===== src/rtl/button_debounce_reader_pkg.sv =====
// Shared definitions for the push-button reader: per-channel FSM state encoding,
// default timing constants and a small popcount helper.
package button_debounce_reader_pkg;

    typedef enum logic [1:0] {
        ST_UP        = 2'd0,
        ST_DOWN_WAIT = 2'd1,
        ST_DOWN      = 2'd2,
        ST_UP_WAIT   = 2'd3
    } btn_state_e;

    localparam int         DEF_NBTN          = 4;
    localparam int         DEF_SYNC_STAGES   = 2;
    localparam int         DEF_DEBOUNCE_BITS = 18;
    localparam int         DEF_LONG_BITS     = 23;
    localparam logic [3:0] DEF_ACTIVE_LOW    = 4'b0001;

    // Number of set bits in a (zero-extended) event vector; fits 8 bits for <=32 channels.
    function automatic logic [7:0] count_ones(input logic [31:0] v);
        logic [7:0] n;
        n = '0;
        for (int i = 0; i < 32; i++) begin
            n = n + {7'd0, v[i]};
        end
        return n;
    endfunction

endpackage


===== src/rtl/btn_debounce_ch.sv =====
// One button channel: synchroniser, debounce FSM with stable-time counter,
// long-press hold counter and registered single-cycle event pulses.
module btn_debounce_ch
    import button_debounce_reader_pkg::*;
#(
    parameter int SYNC_STAGES   = DEF_SYNC_STAGES,
    parameter int DEBOUNCE_BITS = DEF_DEBOUNCE_BITS,
    parameter int LONG_BITS     = DEF_LONG_BITS
) (
    input  logic CLK,
    input  logic RST_N,
    input  logic norm,
    output logic btn_state,
    output logic btn_press,
    output logic btn_release,
    output logic btn_long
);

    localparam logic [DEBOUNCE_BITS-1:0] DC_MAX = '1;
    localparam logic [LONG_BITS-1:0]     LC_MAX = '1;

    logic [SYNC_STAGES-1:0]   sync_q;
    logic                     s;
    btn_state_e               state_q, state_d;
    logic [DEBOUNCE_BITS-1:0] dc_q, dc_d;
    logic [LONG_BITS-1:0]     lc_q, lc_d;
    logic                     long_done_q, long_done_d;
    logic                     level_d, press_d, release_d, long_d;

    // NOTE: the synchroniser resets to the normalised idle level (0), so reset release
    // with an idle pin never looks like an edge; a held pin still gets a full debounce.
    always_ff @(posedge CLK or negedge RST_N) begin
        if (!RST_N) begin
            sync_q <= '0;
        end else begin
            // NOTE: non-blocking assignments in clocked blocks so every flop samples pre-edge values.
            sync_q <= {sync_q[SYNC_STAGES-2:0], norm};
        end
    end

    assign s = sync_q[SYNC_STAGES-1];

    always_ff @(posedge CLK or negedge RST_N) begin
        if (!RST_N) begin
            state_q     <= ST_UP;
            dc_q        <= '0;
            lc_q        <= '0;
            long_done_q <= 1'b0;
            btn_state   <= 1'b0;
            btn_press   <= 1'b0;
            btn_release <= 1'b0;
            btn_long    <= 1'b0;
        end else begin
            state_q     <= state_d;
            dc_q        <= dc_d;
            lc_q        <= lc_d;
            long_done_q <= long_done_d;
            btn_state   <= level_d;
            btn_press   <= press_d;
            btn_release <= release_d;
            btn_long    <= long_d;
        end
    end

    always_comb begin
        // NOTE: every always_comb output gets a default first, so no path leaves a latch.
        state_d     = state_q;
        dc_d        = dc_q;
        lc_d        = lc_q;
        long_done_d = long_done_q;
        level_d     = btn_state;
        press_d     = 1'b0;
        release_d   = 1'b0;
        long_d      = 1'b0;

        unique case (state_q)
            ST_UP: begin
                if (s) begin
                    state_d     = ST_DOWN_WAIT;
                    dc_d        = '0;
                    lc_d        = '0;
                    long_done_d = 1'b0;
                end
            end
            ST_DOWN_WAIT: begin
                if (!s) begin
                    state_d = ST_UP;
                end else begin
                    dc_d = dc_q + 1'b1;
                    if (dc_q == DC_MAX) begin
                        state_d = ST_DOWN;
                        press_d = 1'b1;
                        level_d = 1'b1;
                    end
                end
            end
            ST_DOWN: begin
                // Hold counter saturates; the done flag makes the long pulse one-shot per press.
                if (lc_q != LC_MAX) begin
                    lc_d = lc_q + 1'b1;
                end else if (!long_done_q) begin
                    long_d      = 1'b1;
                    long_done_d = 1'b1;
                end
                if (!s) begin
                    state_d = ST_UP_WAIT;
                    dc_d    = '0;
                end
            end
            ST_UP_WAIT: begin
                if (s) begin
                    state_d = ST_DOWN;
                end else begin
                    dc_d = dc_q + 1'b1;
                    if (dc_q == DC_MAX) begin
                        state_d   = ST_UP;
                        release_d = 1'b1;
                        level_d   = 1'b0;
                    end
                end
            end
            default: state_d = ST_UP;
        endcase
    end

endmodule


===== src/rtl/button_debounce_reader.sv =====
// Board button reader: polarity normalisation, one debounce channel per pin and a
// running press-event counter shared by all channels.
module button_debounce_reader
    import button_debounce_reader_pkg::*;
#(
    parameter int              NBTN          = DEF_NBTN,
    parameter int              SYNC_STAGES   = DEF_SYNC_STAGES,
    parameter int              DEBOUNCE_BITS = DEF_DEBOUNCE_BITS,
    parameter int              LONG_BITS     = DEF_LONG_BITS,
    parameter logic [NBTN-1:0] ACTIVE_LOW    = NBTN'(DEF_ACTIVE_LOW)
) (
    input  logic            CLK,
    input  logic            RST_N,
    input  logic [NBTN-1:0] BTN_IN,
    output logic [NBTN-1:0] BTN_STATE,
    output logic [NBTN-1:0] BTN_PRESS,
    output logic [NBTN-1:0] BTN_RELEASE,
    output logic [NBTN-1:0] BTN_LONG,
    output logic [7:0]      EVT_COUNT
);

    logic [NBTN-1:0] norm;
    logic [31:0]     press_ext;
    logic [7:0]      evt_add;

    assign norm = BTN_IN ^ ACTIVE_LOW;

    for (genvar i = 0; i < NBTN; i++) begin : g_ch
        btn_debounce_ch #(
            .SYNC_STAGES  (SYNC_STAGES),
            .DEBOUNCE_BITS(DEBOUNCE_BITS),
            .LONG_BITS    (LONG_BITS)
        ) u_ch (
            .CLK        (CLK),
            .RST_N      (RST_N),
            .norm       (norm[i]),
            .btn_state  (BTN_STATE[i]),
            .btn_press  (BTN_PRESS[i]),
            .btn_release(BTN_RELEASE[i]),
            .btn_long   (BTN_LONG[i])
        );
    end

    assign press_ext = 32'(BTN_PRESS);
    assign evt_add   = count_ones(press_ext);

    // Counts every press bit of the cycle; wraps modulo 256 by design.
    always_ff @(posedge CLK or negedge RST_N) begin
        if (!RST_N) begin
            EVT_COUNT <= '0;
        end else begin
            EVT_COUNT <= EVT_COUNT + evt_add;
        end
    end

endmodule


===== config.mk =====
export PLATFORM = sky130hd
export DESIGN_NAME = button_debounce_reader
export DESIGN_NICKNAME = d
export VERILOG_FILES = /design/src/rtl/button_debounce_reader_pkg.sv /design/src/rtl/btn_debounce_ch.sv /design/src/rtl/button_debounce_reader.sv
export SDC_FILE = /design/constraint.sdc
export NUM_CORES = 1
export LEC_CHECK = 0
export BUFFER_PORTS_ARGS = -buffer_cell sky130_fd_sc_hd__buf_4
export CAP_MARGIN = 20
export CORE_MARGIN = 2
export CORE_UTILIZATION = 30
export DETAILED_ROUTE_END_ITERATION = 7
export SLEW_MARGIN = 20
export SYNTH_ARGS = -nofsm -noshare
export SYNTH_HDL_FRONTEND = slang
export SYNTH_SLANG_ARGS = --single-unit

===== constraint.sdc =====
create_clock -name CLK -period 6.5 [get_ports CLK]
set_input_delay 0.65 -clock CLK [delete_from_list [all_inputs] [get_ports CLK]]
set_output_delay 0.65 -clock CLK [all_outputs]
set_load 0.005 [all_outputs]

Yosys cells after proc, flatten, opt, wreduce, memory -nomap -nowiden
Index checks and enable logic that the tools add are counted.

storage, ports and cells
  flip-flop bits (word level) = 208
  bits in latches = 0
  bits in writable memories = 0
  memory bits (read-only) = 0
  bits of input ports = 6
  output and inout bits = 24
  memories kept = 0

operators by class
  $add $sub $neg = 12
  multiply operators = 0
  divide/modulo/power cells = 0
  magnitude comparators = 0
  equal/unequal tests = 60
  shift-type cells = 0
  muxes and demuxes = 124
  bitwise operators = 1
  reduce and logical (&&, ||, !) cells = 32

operators by type and width
  kind                                                  count
  2-to-1 mux 18 bit                                     16
  one-hot mux 18 bit (4 select lines)                   4
  2-to-1 mux 23 bit                                     8
  one-hot mux 23 bit (2 select lines)                   4
  adder 23 x 1 -> 23 bit (second input constant)        4
  != test 23 bit (second input constant)                4
  adder 18 x 1 -> 18 bit (second input constant)        4
  equality test 18 bit (second input constant)          4
  2-to-1 mux 1 bit                                      56
  2-to-1 mux 2 bit                                      24
  != test 2 x 1 -> 1 bit (second input constant)        20
  one-hot mux 2 bit (4 select lines)                    4
  AND reduction 4 bit                                   8
  != test 2 bit (second input constant)                 12
  AND reduction 3 bit                                   8
  AND reduction 5 bit                                   4
  equality test 2 bit (second input constant)           8
  one-hot mux 1 bit (2 select lines)                    8
  nonzero test 2 bit                                    8
  != test 3 x 1 -> 1 bit (second input constant)        4
  != test 3 bit (second input constant)                 4
  adder 8 x 4 -> 8 bit                                  1
  equality test 2 x 1 -> 1 bit (second input constant)  4
  logical NOT 2 bit                                     4
  other kinds (4)                                       4

Logic depth before layout (Yosys ltp)
Gate-level depths: netlist (run 1).

  depth after elaboration = 4
  depth in mapped cells = 8
  mapped depth without buffers = 7

Cells and area by module
From an unflattened synthesis (run 1), not the netlist that was laid out.

second synthesis, totals
  cells, all modules = 1182
  area total of the unflattened synthesis = 11003.1 sq um

modules (own cells, without submodules)
  module                              instances  cells an instance  area each (sq um)
  btn_debounce_ch (g_ch[0].u_ch ...)  2          295                2750.1
  btn_debounce_ch (g_ch[1].u_ch)      1          281                2598.7
  btn_debounce_ch (g_ch[3].u_ch)      1          280                2511.2
  button_debounce_reader              1          31                 392.9

Least setup slack after synthesis (run 1)
No wires, ideal clock.

  path type = register -> register
  start = reg EVT_COUNT[0]
  end = reg EVT_COUNT[4]
  setup time = 124 ps
  arrival = 2085 ps
  required time = 6376 ps
  setup slack = 4291 ps
  cell stages (with the launch flop) = 8
  path buffers = 0
  clock period less this slack = 2209 ps
  cells stage by stage = dfrtp_1 fa_1 inv_1 fa_1 fa_1 nor2b_1 nand2_1 xnor2_1

on the way
  cells in the longest elaborated chain, start to end = 1

ends and longest elaborated chain
  element                   RTL line                      source
  start: declaration        button_debounce_reader.sv:19  output logic [7:0] EVT_COUNT
  start signal: assignment  button_debounce_reader.sv:52  EVT_COUNT <= EVT_COUNT + evt_add;
  adder 8 x 4 -> 8 bit      button_debounce_reader.sv:52

No other way between the ends.
A chain may end at the register's enable or synchronous reset.

Final worst setup path (run 1)
  start = reg g_ch[1].u_ch.lc_q[0]
  end = reg g_ch[1].u_ch.lc_q[7]

on the way
  cells in the longest elaborated chain, start to end = 3
  elaborated cells on any way between the ends = 6
  those cells by class = add/sub: 1; eq/ne: 2; mux: 2; reduce/logical: 1

ends and longest elaborated chain
  element                                                                            RTL line                                       source
  start: declaration                                                                 btn_debounce_ch.sv:26                          logic [LONG_BITS-1:0] lc_q, lc_d;
  start signal: assignment                                                           btn_debounce_ch.sv:56                          lc_q <= lc_d;
  adder 23 x 1 -> 23 bit / != test 23 bit (equally long branches)                    btn_debounce_ch.sv:100, btn_debounce_ch.sv:99
  2-to-1 mux 23 bit / != test 2 x 1 -> 1 bit (equally long branches)                 --
  one-hot mux 23 bit (2 select lines) / AND reduction 3 bit (equally long branches)  --

Parallel ways exist; a longest one is shown, timed or not. The select of a mux whose other input is x is not followed.

==> results of run 1 <==
==> metrics by stage <==
step                      cell area (um2)  total power [mW]  hold WS, ps  utilization (%)  worst slack [ps]
after global placement              11100              1.47          333             32.0              4050
after floorplan                     10600              1.42          331                -              4290
after global routing                11900              2.88          226             34.3              3730
after detailed placement            11100              1.47          336             32.0              4000
after CTS                           11900              2.81          205             34.3              4010
final                               11900              2.76          162             34.3              3980
==> layout by cell type, fill, tap and decap left out, types with 3 or more instances in the layout <==
master | synthesis | layout
and3_1 | 20 | 20
a21o_1 | 18 | 18
nor4_2 | 4 | 4
mux2i_1 | 8 | 8
xnor2_1 | 33 | 33
nand2_1 | 109 | 109
or2_2 | 6 | 6
and4_1 | 10 | 10
a31oi_1 | 48 | 48
nand2b_1 | 19 | 19
nand4_1 | 37 | 37
clkbuf_16 | 0 | 25
buf_4 | 18 | 38
a21oi_1 | 69 | 68
a22o_1 | 9 | 9
nor2b_1 | 8 | 8
o22ai_1 | 6 | 6
or4_1 | 5 | 5
o31ai_1 | 6 | 6
fa_1 | 3 | 3
mux2_2 | 3 | 3
clkbuf_8 | 0 | 7
or3_1 | 9 | 9
xor2_1 | 30 | 30
inv_1 | 31 | 31
nor2_1 | 116 | 116
nand3_1 | 78 | 78
o21a_1 | 3 | 3
a31o_2 | 4 | 4
o21ai_0 | 85 | 85
and2_1 | 9 | 9
a41oi_1 | 14 | 14
nor4_1 | 16 | 16
o211ai_1 | 3 | 3
nor3_1 | 36 | 36
ha_1 | 9 | 9
dfrtp_1 | 208 | 208
clkbuf_1 | 17 | 8
==> cell type report <==
class                           count  share of cell area [%]
Sequential cell                   208                    43.8
Tap cell                          455                    4.79
Clock inverter                      4                   0.232
Inverter                           31                   0.979
Timing Repair Buffer               39                    2.53
Clock buffer                       40                    6.33
Multi-Input combinational cell    847                    41.4
==> flip-flops by register name, summed over array words and instances (netlist names), named ones only <==
signal                 flops
EVT_COUNT                  8
g_ch.u_ch.btn_long         4
g_ch.u_ch.btn_press        4
g_ch.u_ch.btn_release      4
g_ch.u_ch.btn_state        4
g_ch.u_ch.dc_q            72
g_ch.u_ch.lc_q            92
g_ch.u_ch.long_done_q      4
g_ch.u_ch.state_q          4
g_ch.u_ch.sync_q           8
==> report_power, final <==
part	internal [mW]	switching [mW]
combinational	0.0331	0.0648
clock	0.787	0.528
sequential	1.32	0.0304
==> logic make-up (layout without fill, tap and decap cells) <==
logic type | Yosys count | count (layout) | share of synthesized area [%]
simple gates | 490 | 490 | 23.1
compound gates | 271 | 271 | 15.4
flops | 208 | 208 | 49.3
buf+inv | 92 | 114 | 4.28
xor+xnor | 63 | 63 | 5.23
fa+ha+maj | 12 | 12 | 1.64
mux | 11 | 11 | 1.08
==> worst max-delay path, delay by kind of cell (launching register included) <==
kind	cells	cell delay [ps]
simple gates	2	850
fa+ha+maj	1	230
flops	1	390
compound gates	3	880
==> worst min-delay path by stage <==
stage                                     start                               end  slack [ps]  depth (start not counted)
3_3_place_gp   g_ch[3].u_ch.sync_q[0]$_DFF_PN0_  g_ch[3].u_ch.sync_q[1]$_DFF_PN0_         330                          0
4_1_cts                                   RST_N  g_ch[2].u_ch.lc_q[4]$_DFFE_PN0P_         200                          1
5_1_grt                               BTN_IN[2]  g_ch[2].u_ch.sync_q[0]$_DFF_PN0_         230                          1
2_1_floorplan  g_ch[0].u_ch.sync_q[0]$_DFF_PN0_  g_ch[0].u_ch.sync_q[1]$_DFF_PN0_         330                          0
6_report                                  RST_N  g_ch[2].u_ch.lc_q[4]$_DFFE_PN0P_         160                          1
3_5_place_dp   g_ch[0].u_ch.sync_q[0]$_DFF_PN0_  g_ch[0].u_ch.sync_q[1]$_DFF_PN0_         340                          0
==> per-layer routing <==
metal | part of all wire [%] | global-route usage, % | vias to the layer above
li1 | - | - | 4120
met1 | 51 | 17.7 | 4011
met2 | 43 | 18.6 | 139
met3 | 4.0 | 1.94 | 27
met4 | 2.0 | 2.96 | 0
met5 | 0 | 0 | -
==> impl_metrics.toml, run 1 <==
[logic_synthesis]
synthesis.area_um2 = 10600
ys_types = 51
yosysMostFrequentCell = "dfrtp_1"
yosysSeqAreaShare_pct = 49.3
netlist_top_cells_count = "dfrtp_1 (208), nor2_1 (116), nand2_1 (109)"
synth.ff_latch_count = 208
yosysWarningCount = 0
synth.avg_cell_area_um2 = 9.21
synth_top_area_cell = "dfrtp_1"
synth_top_area_share_pct = 49.3
syn-num-nets = 1165
synth_edf_count = 0
ys_top_cells_by_area = "dfrtp_1 (49%), nor2_1 (4.1%), o21ai_0 (4.0%)"
postSynthCellCount = 1147
async_flop_share_pct = 100
ys_dominant_reg_cell = "dfrtp_1"

[floorplanning]
ios = 30
die_w_um = 192
core_um2 = 34600
die_h_um = 192
row_count = 68
die-area_um2 = 36700
start_util_pct = 30.5

[clock_network]
clock_path_buffers = 3
cts_buffers = 25
insertion_delay_ps = 520
cts_root_buffer = "clkbuf_16"
post-cts-setup-buffers = 0
cts_resized = 0
clk_pin_slew_worst_paths_ps = 60
clock_sinks = 208
cts_hold_buf = 0
htreeDepth = 1
cts_tree = "built"

[route]
drc = 0
via_count = 8297
drt_wl_total_um = 21700
routed_via_density = 5.11
detail_route.wl_per_cell_um = 13.4
first_pass_iters = 5
postRouteAntennaNets = 0
drt_iter0_markers = 548

[sta]
hold_viol_final = 0
fin_setup_tns_ps = 0
setup_viol = 0
fin_crit_ps = 2520
maxSlewHeadroom_pct = 26.6
tightest_slew_ps = 1100
fin_skew_ps = 19.9
max_freq_mhz = 397
period_share_pct = 38.7
maxSlewViolCount = 0
rsz0062_at_grt = "no"

[worst_setup_path]
slowest_stage = "nor4_2"
critPathLaunchType = "flop"
regToRegSetupSlack_ps = 3980
critPathMaxFanout = 26
crit_start = "g_ch[1].u_ch.lc_q[0]$_DFFE_PN0P_"
r2r_start = "g_ch[1].u_ch.lc_q[0]$_DFFE_PN0P_"
slowest_delay_ps = 720
crit_chain = "ha_1 -> nand2_1 -> nor4_2 -> a21oi_2 -> a41oi_1 -> a31oi_1"
rr_endpoint = "g_ch[1].u_ch.lc_q[7]$_DFFE_PN0P_"
timing.critical_path.to_type = "flop"
cp.arrival_ps = 2860
worstSetupPathType = "flop to flop"
reg2reg_depth = 6
cp.required_ps = 6850
cp-endpoint = "g_ch[1].u_ch.lc_q[7]$_DFFE_PN0P_"

[cells_and_area]
layout.cells.non_filler = 1624
seq_area_um2 = 5200
drive_above_1_share_pct = 8.47
multiInputGateArea_um2 = 4910
n_antenna_cell = 0
fin_nets = 1170
n_fill_cell = 3529
syn2layout_area_growth_pct = 12.5

[min_path]
hp-class = "input port to async pin"

[grt]
grt_max_degree = 102
grt_pass1_wl_um = 37900
track_usage_pct = 12.1
overflow = 0
grt_pass1_vias = 7856
antenna_found_initial = 0

[job]
maxCapViolCount = 0

[place]
dp_hpwl_um = 14000
dp.cells = 1580
io_buffer_count = 29
place.gp.congestion = 0.752

[power_and_ir_drop]
power_density_nw_per_um2 = 232
p_leak_nw = 4.96
irDropWorstVdd_uv = 184

[run_status]
outcome = "completed"
No activity file was read; power rests on OpenSTA's default activity.
==> run 2: changes to the inputs <==
Clock period 6.5 ns to 2.5 ns, I/O delays scaled along.
==> impl_metrics.toml, run 2 (synthesis results as in run 1) <==
[run_status]
outcome = "completed"

[grt]
track_usage_pct = 12.5
grt_util_met2_pct = 19.8
overflow = 0
top_usage_layer = "met2"
grt_max_degree = 82
grtUsageMet1_pct = 17.7
met3_usage_pct = 2.17
antenna_found_initial = 0
grt_pass1_vias = 7991
grt_pass1_wl_um = 39000

[floorplanning]
row_count = 68
die_h_um = 192
core_um2 = 34600
die-area_um2 = 36700
start_util_pct = 30.5
ios = 30
die_w_um = 192

[place]
io_buffer_count = 29
place.gp.congestion = 0.777
dp.cells = 1606
dp_hpwl_um = 14900

[route]
drt_iter0_markers = 515
drc = 0
first_pass_iters = 5
drt_wl_total_um = 22300
postRouteAntennaNets = 0
via_count = 8380
routed_via_density = 5.06
detail_route.wl_per_cell_um = 13.5

[sta]
setup_viol = 0
fin_crit_ps = 2310
maxSlewViolCount = 0
hold_viol_final = 0
fin_setup_tns_ps = 0
tightest_slew_ps = 748
rsz0062_at_grt = "no"
fin_skew_ps = 15.6
maxSlewHeadroom_pct = 50.0
max_freq_mhz = 434
period_share_pct = 92.2

[clock_network]
htreeDepth = 1
cts_tree = "built"
clk_pin_slew_worst_paths_ps = 60
insertion_delay_ps = 530
clock_sinks = 208
cts_buffers = 24
cts_root_buffer = "clkbuf_16"
clock_path_buffers = 3
post-cts-setup-buffers = 0

[cells_and_area]
fin_nets = 1200
syn2layout_area_growth_pct = 15.8
top_regs = "g_ch.u_ch.lc_q (92), g_ch.u_ch.dc_q (72)"
largest_reg_flops = 92
final_common_cell = "dfrtp_1"
layout.cells.non_filler = 1655
utilization_pct = 35.3
drive_above_1_share_pct = 11.0
n_antenna_cell = 0
mostFrequentLayoutCells = "dfrtp_1 (208), nor2_1 (116), nand2_1 (109), o21ai_0 (85), nand3_1 (78)"
regMostFlops = "g_ch.u_ch.lc_q"

[worst_setup_path]
critPathMaxFanout = 2
reg2reg_depth = 7
r2r_start = "EVT_COUNT[0]$_DFF_PN0_"
critPathLaunchType = "flop"
regToRegSetupSlack_ps = 190
cp.arrival_ps = 2720
timing.critical_path.to_type = "flop"
worstSetupPathType = "flop to flop"
cp.required_ps = 2910
rr_endpoint = "EVT_COUNT[4]$_DFF_PN0_"

[power_and_ir_drop]
finalPower_mw = 7.36
irDropWorstVdd_uv = 528
power_density_nw_per_um2 = 602
p_leak_nw = 5.15

[min_path]
hp-class = "input port to async pin"

[job]
maxCapViolCount = 0
-- run 2: cell types whose count changed in the layout (fill, tap and decap cells not counted), sizes merged --
cell         change
dlygate4sd3      +5
clkinv           +4
bufinv           +2
inv              -1
buf             +26
clkbuf           -5
-- run 2: report_power, final --
part	switching, mW	total [mW]	leakage [nW]	internal, mW
Sequential	0.0748	3.50	2.87	3.42
Combinational	0.179	0.287	1.88	0.108
Clock	1.40	3.57	0.409	2.18
Total	1.65	7.36	5.15	5.71
-- run 2: routing by layer --
layer | part of all wire [%] | routed length [um]
met5 | 0 | 0
met4 | 2.2 | 480
met3 | 4.2 | 934
met2 | 44 | 9850
met1 | 50 | 11000
-- run 2: timing repair --
action	in CTS	in global routing
setup endpoints to repair	0	7
hold buffers	5	0
resized for setup	0	3
endpoints found under the hold margin	79	0
-- run 2: layout make-up --
| cell class | instances | area, um2 |
|---|---|---|
| fill | 3496 | 22400 |
| clock buffer | 35 | 712 |
| multi-input combinational | 847 | 4930 |
| clock inverter | 9 | 106 |
| sequential | 208 | 5200 |
| timing repair buffer | 70 | 583 |
| inverter | 31 | 116 |
| tap | 455 | 569 |
-- run 2: how the worst max path moves through the flow --
stage / startpoint / end / cells after the start
3_3_place_gp: g_ch[2].u_ch.lc_q[0]$_DFFE_PN0P_ / g_ch[2].u_ch.lc_q[5]$_DFFE_PN0P_ / 7
4_1_cts: g_ch[2].u_ch.lc_q[0]$_DFFE_PN0P_ / g_ch[2].u_ch.lc_q[5]$_DFFE_PN0P_ / 7
6_report: EVT_COUNT[0]$_DFF_PN0_ / EVT_COUNT[4]$_DFF_PN0_ / 7
5_1_grt: EVT_COUNT[0]$_DFF_PN0_ / EVT_COUNT[6]$_DFF_PN0_ / 7
2_1_floorplan: EVT_COUNT[0]$_DFF_PN0_ / EVT_COUNT[4]$_DFF_PN0_ / 7
3_5_place_dp: g_ch[2].u_ch.lc_q[0]$_DFFE_PN0P_ / g_ch[2].u_ch.lc_q[5]$_DFFE_PN0P_ / 7
-- run 2: stage by stage --
stage	hold WS [ps]	setup WS, ps	cell area, um2
finish	307	194	12200
global route	355	53.9	12200
CTS	318	67.2	12200
detailed placement	295	96.8	11300
global placement	289	111	11300
floorplan	-45.6	291	10600
-- run 2: critical path, stage by stage (launching register included) --
cell	delay, ps
dfrtp_1	400
fa_1	540
inv_1	50
fa_1	400
fa_1	420
nor2b_1	170
nand2_1	80
xnor2_1	130
==> run 3: changes to the inputs <==
Settings changed: CORE_UTILIZATION 30 to 50, PLACE_DENSITY set to 0.66.
==> impl_metrics.toml, run 3 (synthesis results as in run 1) <==
[run_status]
outcome = "completed"

[worst_setup_path]
regToRegSetupSlack_ps = 160
reg2reg_depth = 7
crit_start = "EVT_COUNT[0]$_DFF_PN0_"
cp.arrival_ps = 2730
worstSetupPathType = "flop to flop"
rr_endpoint = "EVT_COUNT[4]$_DFF_PN0_"
critPathLaunchType = "flop"
cp.required_ps = 2900
r2r_start = "EVT_COUNT[0]$_DFF_PN0_"
critPathMaxFanout = 2
timing.critical_path.to_type = "flop"

[cells_and_area]
n_fill_cell = 1820
top_regs = "g_ch.u_ch.lc_q (92), g_ch.u_ch.dc_q (72)"
final_common_cell = "dfrtp_1"
regMostFlops = "g_ch.u_ch.lc_q"
fin_nets = 1200
largest_reg_flops = 92
syn2layout_area_growth_pct = 13.2
mostFrequentLayoutCells = "dfrtp_1 (208), nor2_1 (116), nand2_1 (109), o21ai_0 (85), nand3_1 (78)"
drive_above_1_share_pct = 10.8
n_antenna_cell = 0
final_area_um2 = 12000

[sta]
maxSlewViolCount = 0
max_freq_mhz = 428
rsz0062_at_grt = "no"
fin_skew_ps = 22.0
tightest_slew_ps = 1020
hold_viol_final = 0
period_share_pct = 93.4
setup_ws_ps = 165
maxSlewHeadroom_pct = 31.5
setup_viol = 0
fin_crit_ps = 2340
fin_setup_tns_ps = 0

[clock_network]
htreeDepth = 1
cts_root_buffer = "clkbuf_16"
cts_buffers = 23
insertion_delay_ps = 520
clock_path_buffers = 3
clk_pin_slew_worst_paths_ps = 60
cts_tree = "built"
clock_sinks = 208

[floorplanning]
row_count = 53
die-area_um2 = 22300
start_util_pct = 50.6
core_um2 = 20900
ios = 30
die_w_um = 149
die_h_um = 149

[power_and_ir_drop]
combinationalPowerShare_pct = 3.9
p_switching_mw = 1.62
power_density_nw_per_um2 = 610
irDropWorstVdd_uv = 373
p_seq_share_pct = 47.9
p_leak_nw = 5.14
p_sw_share_pct = 22.3
finalPower_mw = 7.29
pwr-share-clk_pct = 48.2
p_int_mw = 5.67

[route]
drc = 0
detail_route.wl_per_cell_um = 14.8
via_count = 8442
drt_wl_total_um = 21700
routed_via_density = 5.73
postRouteAntennaNets = 0
drt_iter0_markers = 477
first_pass_iters = 5

[grt]
antenna_found_initial = 0
track_usage_pct = 20.0
grt_pass1_wl_um = 37400
overflow = 0
grt_pass1_vias = 7959
grt_max_degree = 59

[job]
maxCapViolCount = 0

[place]
place.gp.congestion = 0.812
dp_slack_ps = 161
dpl_cell_area_um2 = 11100
dp_hpwl_um = 14300
io_buffer_count = 29

[min_path]
hp-class = "input port to async pin"
==> run 3: cell type report <==
type                    instances  area, um2  area share [%]
repair buffers                 71        578            4.84
clock buffers                  31        656            5.49
flip-flops and latches        208       5200            43.6
multi-input cells             847       4920            41.2
clock inverters                10        129            1.08
inverters                      31        116           0.974
well taps                     275        344            2.88
==> run 3: worst max-delay path by stage <==
stage	end	slack, ps	depth (start not counted)
finish	EVT_COUNT[4]$_DFF_PN0_	160	7
detailed placement	g_ch[0].u_ch.lc_q[8]$_DFFE_PN0P_	160	6
floorplan	EVT_COUNT[4]$_DFF_PN0_	290	7
global placement	EVT_COUNT[4]$_DFF_PN0_	220	7
global route	g_ch[0].u_ch.lc_q[2]$_DFFE_PN0P_	2	7
CTS	g_ch[0].u_ch.lc_q[8]$_DFFE_PN0P_	150	6
==> run 3: power groups by stage <==
stage               Sequential, mW  Combinational, mW  Clock [mW]
floorplan                     3.53              0.161           0
detailed placement            3.55              0.283           0
global placement              3.55              0.279           0
CTS                           3.49              0.290        3.63
global route                  3.50              0.329        3.75
finish                        3.50              0.282        3.52
==> run 3: critical path, stage by stage (launching register included) <==
cell     delay (ps)
dfrtp_1         400
fa_1            550
inv_1            50
fa_1            400
fa_1            420
nor2b_1         180
nand2_1          90
xnor2_1         120
==> run 3: through the flow <==
step	util [%]	hold WS (ps)	std cells
after floorplan	-	-45.6	1147
after global placement	53.1	223	1427
after detailed placement	53.1	224	1427
after CTS	57.1	264	1473
after global routing	57.2	303	1473
final	57.2	271	1473
==> run 3: timing repair <==
item                                    4_1_cts  5_1_grt
setup buffers                                 0        0
hold buffers                                  5        0
endpoints found under the hold margin        58        0
endpoints found under the setup margin        0        3
gates resized for setup                       0        1
==> run 3: routing by layer <==
layer | up-vias | routed length (um) | GRT usage, %
li1 | 4184 | - | -
met1 | 4088 | 10700 | 28.9
met2 | 147 | 9870 | 32.3
met3 | 23 | 871 | 2.54
met4 | 0 | 338 | 4.71
met5 | - | 0 | 0
